`src/rtl/fft_pkg.sv`:
```
// Shared FFT datapath types. `FFT_DATA_WIDTH sets the per-part sample width and defaults to 16.
`ifndef FFT_DATA_WIDTH
`define FFT_DATA_WIDTH 16
`endif

package fft_pkg;

   localparam int FFT_W = `FFT_DATA_WIDTH;

   typedef struct packed {
      logic signed [FFT_W-1:0] data_r;
      logic signed [FFT_W-1:0] data_i;
   } FFT_DATA_SAMPLE;

   // One guard bit per part, so a sum or difference of two samples never wraps.
   typedef struct packed {
      logic signed [FFT_W:0] r;
      logic signed [FFT_W:0] i;
   } FFT_WIDE_SAMPLE;

   function automatic logic signed [FFT_W:0] wide_sub(input logic signed [FFT_W-1:0] a,
                                                      input logic signed [FFT_W-1:0] b);
      return {a[FFT_W-1], a} - {b[FFT_W-1], b};
   endfunction

endpackage

```
`src/rtl/fft_sat_wide2n.sv`:
```
// Narrows a W+1-bit signed value to W bits. The default is to clip to the W-bit range and flag the clip.
// When FFT_CSUB_HALF_EN is defined, it outputs (d+1)>>>1 instead, with the flag tied low.
module fft_sat_wide2n #(
   parameter int W = 16
) (
   input  logic signed [W:0]   d,
   output logic signed [W-1:0] q,
   output logic                clip
);

   localparam logic signed [W-1:0] Q_MAX = {1'b0, {(W-1){1'b1}}};
   localparam logic signed [W-1:0] Q_MIN = {1'b1, {(W-1){1'b0}}};

`ifdef FFT_CSUB_HALF_EN
   logic signed [W+1:0] h;

   // Only +2^W halves to +2^(W-1), which is one past the maximum, so it is clamped silently.
   always_comb begin
      h    = $signed({d[W], d} + (W+2)'(1)) >>> 1;
      q    = h[W-1:0];
      clip = 1'b0;
      if (h[W+1:W-1] != 3'b000 && h[W+1:W-1] != 3'b111)
         q = h[W+1] ? Q_MIN : Q_MAX;
   end
`else
   always_comb begin
      q    = d[W-1:0];
      clip = 1'b0;
      if (d[W] != d[W-1]) begin
         q    = d[W] ? Q_MIN : Q_MAX;
         clip = 1'b1;
      end
   end
`endif

endmodule

```
`src/rtl/fft_csub_hs.sv`:
```
// Two-stage pipelined complex subtractor (out = opa - opb) with a valid/ready handshake.
// The result is saturated and every saturation is counted. FFT_CSUB_HALF_EN switches the output to a halved difference.
module fft_csub_hs
   import fft_pkg::*;
#(
   parameter int SAT_CNT_W = 16
) (
   input  logic                 clk,
   input  logic                 rst_n,
   input  logic                 in_valid,
   output logic                 in_ready,
   input  FFT_DATA_SAMPLE       opa,
   input  FFT_DATA_SAMPLE       opb,
   output logic                 out_valid,
   input  logic                 out_ready,
   output FFT_DATA_SAMPLE       out,
   output logic                 out_sat,
   input  logic                 sat_clr,
   output logic [SAT_CNT_W-1:0] sat_cnt
);

   localparam logic [SAT_CNT_W-1:0] CNT_MAX = '1;

   logic                    s1_valid, s2_valid;
   logic                    s1_adv, s2_adv;
   FFT_WIDE_SAMPLE          s1_d;
   logic signed [FFT_W-1:0] nar_r, nar_i;
   logic                    clip_r, clip_i;

   assign s2_adv    = !s2_valid || out_ready;
   assign s1_adv    = !s1_valid || s2_adv;
   assign in_ready  = s1_adv;
   assign out_valid = s2_valid;

   always_ff @(posedge clk or negedge rst_n) begin
      if (!rst_n) begin
         s1_valid <= 1'b0;
         s1_d     <= '0;
      end else if (s1_adv) begin
         s1_valid <= in_valid;
         if (in_valid) begin
            s1_d.r <= wide_sub(opa.data_r, opb.data_r);
            s1_d.i <= wide_sub(opa.data_i, opb.data_i);
         end
      end
   end

   fft_sat_wide2n #(.W(FFT_W)) u_sat_r (.d(s1_d.r), .q(nar_r), .clip(clip_r));
   fft_sat_wide2n #(.W(FFT_W)) u_sat_i (.d(s1_d.i), .q(nar_i), .clip(clip_i));

   always_ff @(posedge clk or negedge rst_n) begin
      if (!rst_n) begin
         s2_valid <= 1'b0;
         out      <= '0;
         out_sat  <= 1'b0;
      end else if (s2_adv) begin
         s2_valid <= s1_valid;
         if (s1_valid) begin
            out.data_r <= nar_r;
            out.data_i <= nar_i;
            out_sat    <= clip_r | clip_i;
         end
      end
   end

   // A clear in the same cycle as a counted event wins, and that event is lost.
   always_ff @(posedge clk or negedge rst_n) begin
      if (!rst_n)
         sat_cnt <= '0;
      else if (sat_clr)
         sat_cnt <= '0;
      else if (s2_valid && out_ready && out_sat && sat_cnt != CNT_MAX)
         sat_cnt <= sat_cnt + SAT_CNT_W'(1);
   end

endmodule

```
`config.mk`:
```
export PLATFORM = sky130hd
export DESIGN_NAME = fft_csub_hs
export DESIGN_NICKNAME = d
export VERILOG_FILES = /design/src/rtl/fft_pkg.sv /design/src/rtl/fft_sat_wide2n.sv /design/src/rtl/fft_csub_hs.sv
export SDC_FILE = /design/constraint.sdc
export NUM_CORES = 1
export LEC_CHECK = 0
export ABC_AREA = 1
export CAP_MARGIN = 20
export CORE_MARGIN = 2
export CORE_UTILIZATION = 52
export DETAILED_ROUTE_END_ITERATION = 7
export PLACE_DENSITY_LB_ADDON = 0.15
export SLEW_MARGIN = 10
export SYNTH_ARGS = -nofsm -noshare
export SYNTH_HDL_FRONTEND = slang
export SYNTH_SLANG_ARGS = --single-unit
```
`constraint.sdc`:
```
create_clock -name clk -period 2.3 [get_ports clk]
set_input_delay 0.23 -clock clk [delete_from_list [all_inputs] [get_ports clk]]
set_output_delay 0.23 -clock clk [all_outputs]
set_load 0.03 [all_outputs]
```
==> metrics.md <==
| Metric | Value |
|---|---|
| Register area share after synthesis | 0.363 |
| Max-capacitance violation count | 0 |
| Die Span Y | 110 µm |
| Seq pwr share | 0.347 |
| Pint | 3.82 mW |
| Per-cell routed wire length | around 12 µm |
| WP buf/inv | 1 |
| Critical-path cell list | nand3_1, clkdlybuf4s50_1 |
| Final net count | 1103 |
| Clk Latency, worst-skew pair | 330 ps |
| Critical Path RT | 2070 ps |
| DIE AREA | approximately 12000 µm² |
| RR Startpoint | sat_cnt[1]$_DFFE_PN0P_ |
| Tot GR Track Use | 0.236 |
| Largest delay share family, worst path | buffers and inverters |
| Layout Skew | 4.80 ps |
| Type of the worst setup path | flop to output pin |
| Power Dens Cells | 830 nW/µm² |
| Post-layout util | 0.690 |
| Yosys top cell area share | 0.363 |
| Initial DRC Count | 337 |
| Largest net degree at the start of global routing | between 60 and 70 |
| First-pass detailed-route iteration total | 6 |
| CP Depth | 2 |
| Hold buffers post-CTS | 1 |
| Drt total wl | 13.3 mm |
| Clk root buf | clkbuf_16 |
| Number of global-route vias before repair | 5034 |
| Vias | between 5000 and 6000 |
| Synthesized cell area | 5860 µm² |
| Worst reg2reg path depth | 9 |
| Synthesized instance count | between 800 and 900 |
| Critical Path End Type | output pin |
| HPWL after DPL | 10.3 mm |
| Global-route wire length before repair | 22.9 mm |
| Count of cells resized by post-cts repair | 0 |
| Layout area overhead | 28.8% |
| GRT Residual Overflow | 0 |
| #FFs+latches synth | 85 |
| Slew headroom | 0.719 |
| # Post-CTS Setup Buffers | 0 |
| Clock share of power | 0.236 |
| FP Rows | 38 |
| NetSw | around 2.4 mW |
| Clk slew on worst S/H paths | 60 ps |
| Sw Share | 0.390 |
| Worst-path fanout max | 5 |
| Count leader, synth | nand2_1 |
| Initial antenna violation count | 0 |
| Status | complete, no violations |
| Tmin final | approximately 1900 ps |
| Class of the worst hold path | input port to asynchronous set/reset pin |
| Fillers | 989 |
| Die X | 110 µm |
| Ys flop type | dfrtp_1 |
| Routed Antenna Nets | 0 |
| Finish-stage setup viols | 0 |
| Max Slew Vio Count | 0 |
| # clock sinks | 85 |
| CTS tree | built |
| Reg2reg end | sat_cnt[15]$_DFFE_PN0P_ |
| Leakage | around 4 nW |
| Syn Area/Cell | around 6.7 µm² |
| Hold Vio Cnt, Final | 0 |
| Max stage delay on crit path | 700 ps |
| Setup TNS | 0 ps |
| Core area | 10900 µm² |
| Final hold slack | around 370 ps |
| RSZ-0062 raised after global routing | no |
| Most common library cells after synthesis | 336 x nand2_1, 142 x inv_1, 85 x dfrtp_1 |
| Drc violations | 0 |
| GPL Wtd Cong | 0.905 |
| Max VDD drop | 0.605 mV |
| Tcrit/Tclk final | 0.821 |
| Async SR Flop Fraction | 1.00 |
| Post-synth top area cell | dfrtp_1 |
| Worst setup SP type | flop |
| Syn nets | 986 |
| Worst EP arrival | 1660 ps |
| Total CTS buffers | 9 |
| Ant. Diodes | 0 |
| Area contributors post-synth | dfrtp_1 36%, nand2_1 22%, inv_1 9.1% |
| Yosys warning count | 0 |
| Worst-Margin Slew | 421 ps |
| Initial Utilization | 0.536 |
| R2R Setup Slk | around 520 ps |
| Vias per cell | just under 5 |
| Clock Tree Buf Depth | 2 |
| Post-synth EDFFs | 0 |
| Layout cells sized above 1 | 0.0450 |
| Crit path from | out_valid$_DFFE_PN0P_ |
| I/O Buffers | roughly 120 |
| Post-synth cell types | 29 |
| Logic gate share of total power | 0.418 |
| Slowest CP cell | clkdlybuf4s50_1 |
| I/O pins | 120 |
| CP endpoint | in_ready |
| H-tree levels | 3 |
| Max Fclk | 0.529 GHz |
[power groups by stage]
stage | registers [mW] | clock network (mW) | logic (mW)
after floorplan | 2.69 | 0 | 1.06
after global placement | 2.17 | 0 | 2.57
after detailed placement | 2.20 | 0 | 2.62
after CTS | 2.17 | 1.49 | 2.63
after global routing | 2.21 | 1.55 | 2.88
final | 2.17 | 1.48 | 2.62
[how the worst min path moves through the flow]
stage / end / slack [ps] / depth (start not counted)
2_1_floorplan: out[0]$_DFFE_PN0P_ / -70 / 0
3_3_place_gp: sat_cnt[6]$_DFFE_PN0P_ / 200 / 1
3_5_place_dp: sat_cnt[6]$_DFFE_PN0P_ / 200 / 1
4_1_cts: sat_cnt[6]$_DFFE_PN0P_ / 380 / 2
5_1_grt: sat_cnt[6]$_DFFE_PN0P_ / 420 / 2
6_report: sat_cnt[6]$_DFFE_PN0P_ / 370 / 2
[final cells by class]
type / instances / area (µm²) / area share
clock inverter: 7 / 81.3 / 0.0108
clock buffer: 9 / 225 / 0.0299
multi-input combinational: 625 / 3100 / 0.410
inverter: 144 / 541 / 0.0717
tap: 140 / 175 / 0.0232
timing repair buffer: 130 / 1300 / 0.172
sequential: 85 / 2130 / 0.282
[cells by family after synthesis]
group / Yosys count / synth area share
and+or+nand+nor: 499 / 0.349
AOI/OAI and AO/OA: 71 / 0.0677
adders and majority gates: 39 / 0.0859
DFF: 85 / 0.363
buffers and inverters: 168 / 0.110
xor gates and xnor gates: 16 / 0.0239
[per-layer routing]
| metal | wire (µm) | share of wire | up-vias | global-route usage |
|---|---|---|---|---|
| met3 | 796 | 0.060 | 10 | 0.0376 |
| met1 | 6630 | 0.50 | 2497 | 0.344 |
| li1 | - | - | 2937 | - |
| met2 | 5790 | 0.43 | 173 | 0.374 |
| met5 | 0 | 0 | - | 0 |
| met4 | 135 | 0.010 | 0 | 0.0509 |
[cells in the final DEF, fill, tap and decap left out]
cell type / count
buf_4: 9
clkinv_1: 1
xnor2_1: 5
inv_2: 1
inv_8: 1
nor2_4: 2
ha_1: 37
clkinv_4: 1
fa_1: 2
inv_1: 142
a21oi_1: 21
clkbuf_16: 9
xor2_1: 11
a21oi_4: 1
nand3b_1: 4
buf_12: 2
o21bai_1: 1
nor2_2: 2
nor2_1: 75
nand2_1: 336
nand3_2: 2
nor3_2: 1
dlygate4sd3_1: 1
dfrtp_1: 85
o21ai_0: 16
or2_2: 9
a31oi_1: 31
and2_1: 3
nor3_1: 9
clkinv_2: 1
nand3_1: 51
bufinv_16: 1
nand4_1: 5
clkdlybuf4s50_1: 118
inv_6: 3
o21ai_1: 1
[stage by stage]
step / power (mW) / worst slack, ps / cells / instance area (µm²)
global placement: 4.75 / 142 / 1123 / 7230
global route: 6.65 / 215 / 1140 / 7540
floorplan: 3.75 / 592 / 878 / 5860
CTS: 6.29 / 394 / 1140 / 7540
detailed placement: 4.81 / 121 / 1123 / 7230
finish: 6.26 / 411 / 1140 / 7540
[flip-flops by register name, indices dropped and copies added, names as in the netlist]
name       count
sat_cnt       16
out           32
out_valid      1
s1_valid       1
s1_d          34
out_sat        1
Note: power is estimated with default switching activity, not from simulation.
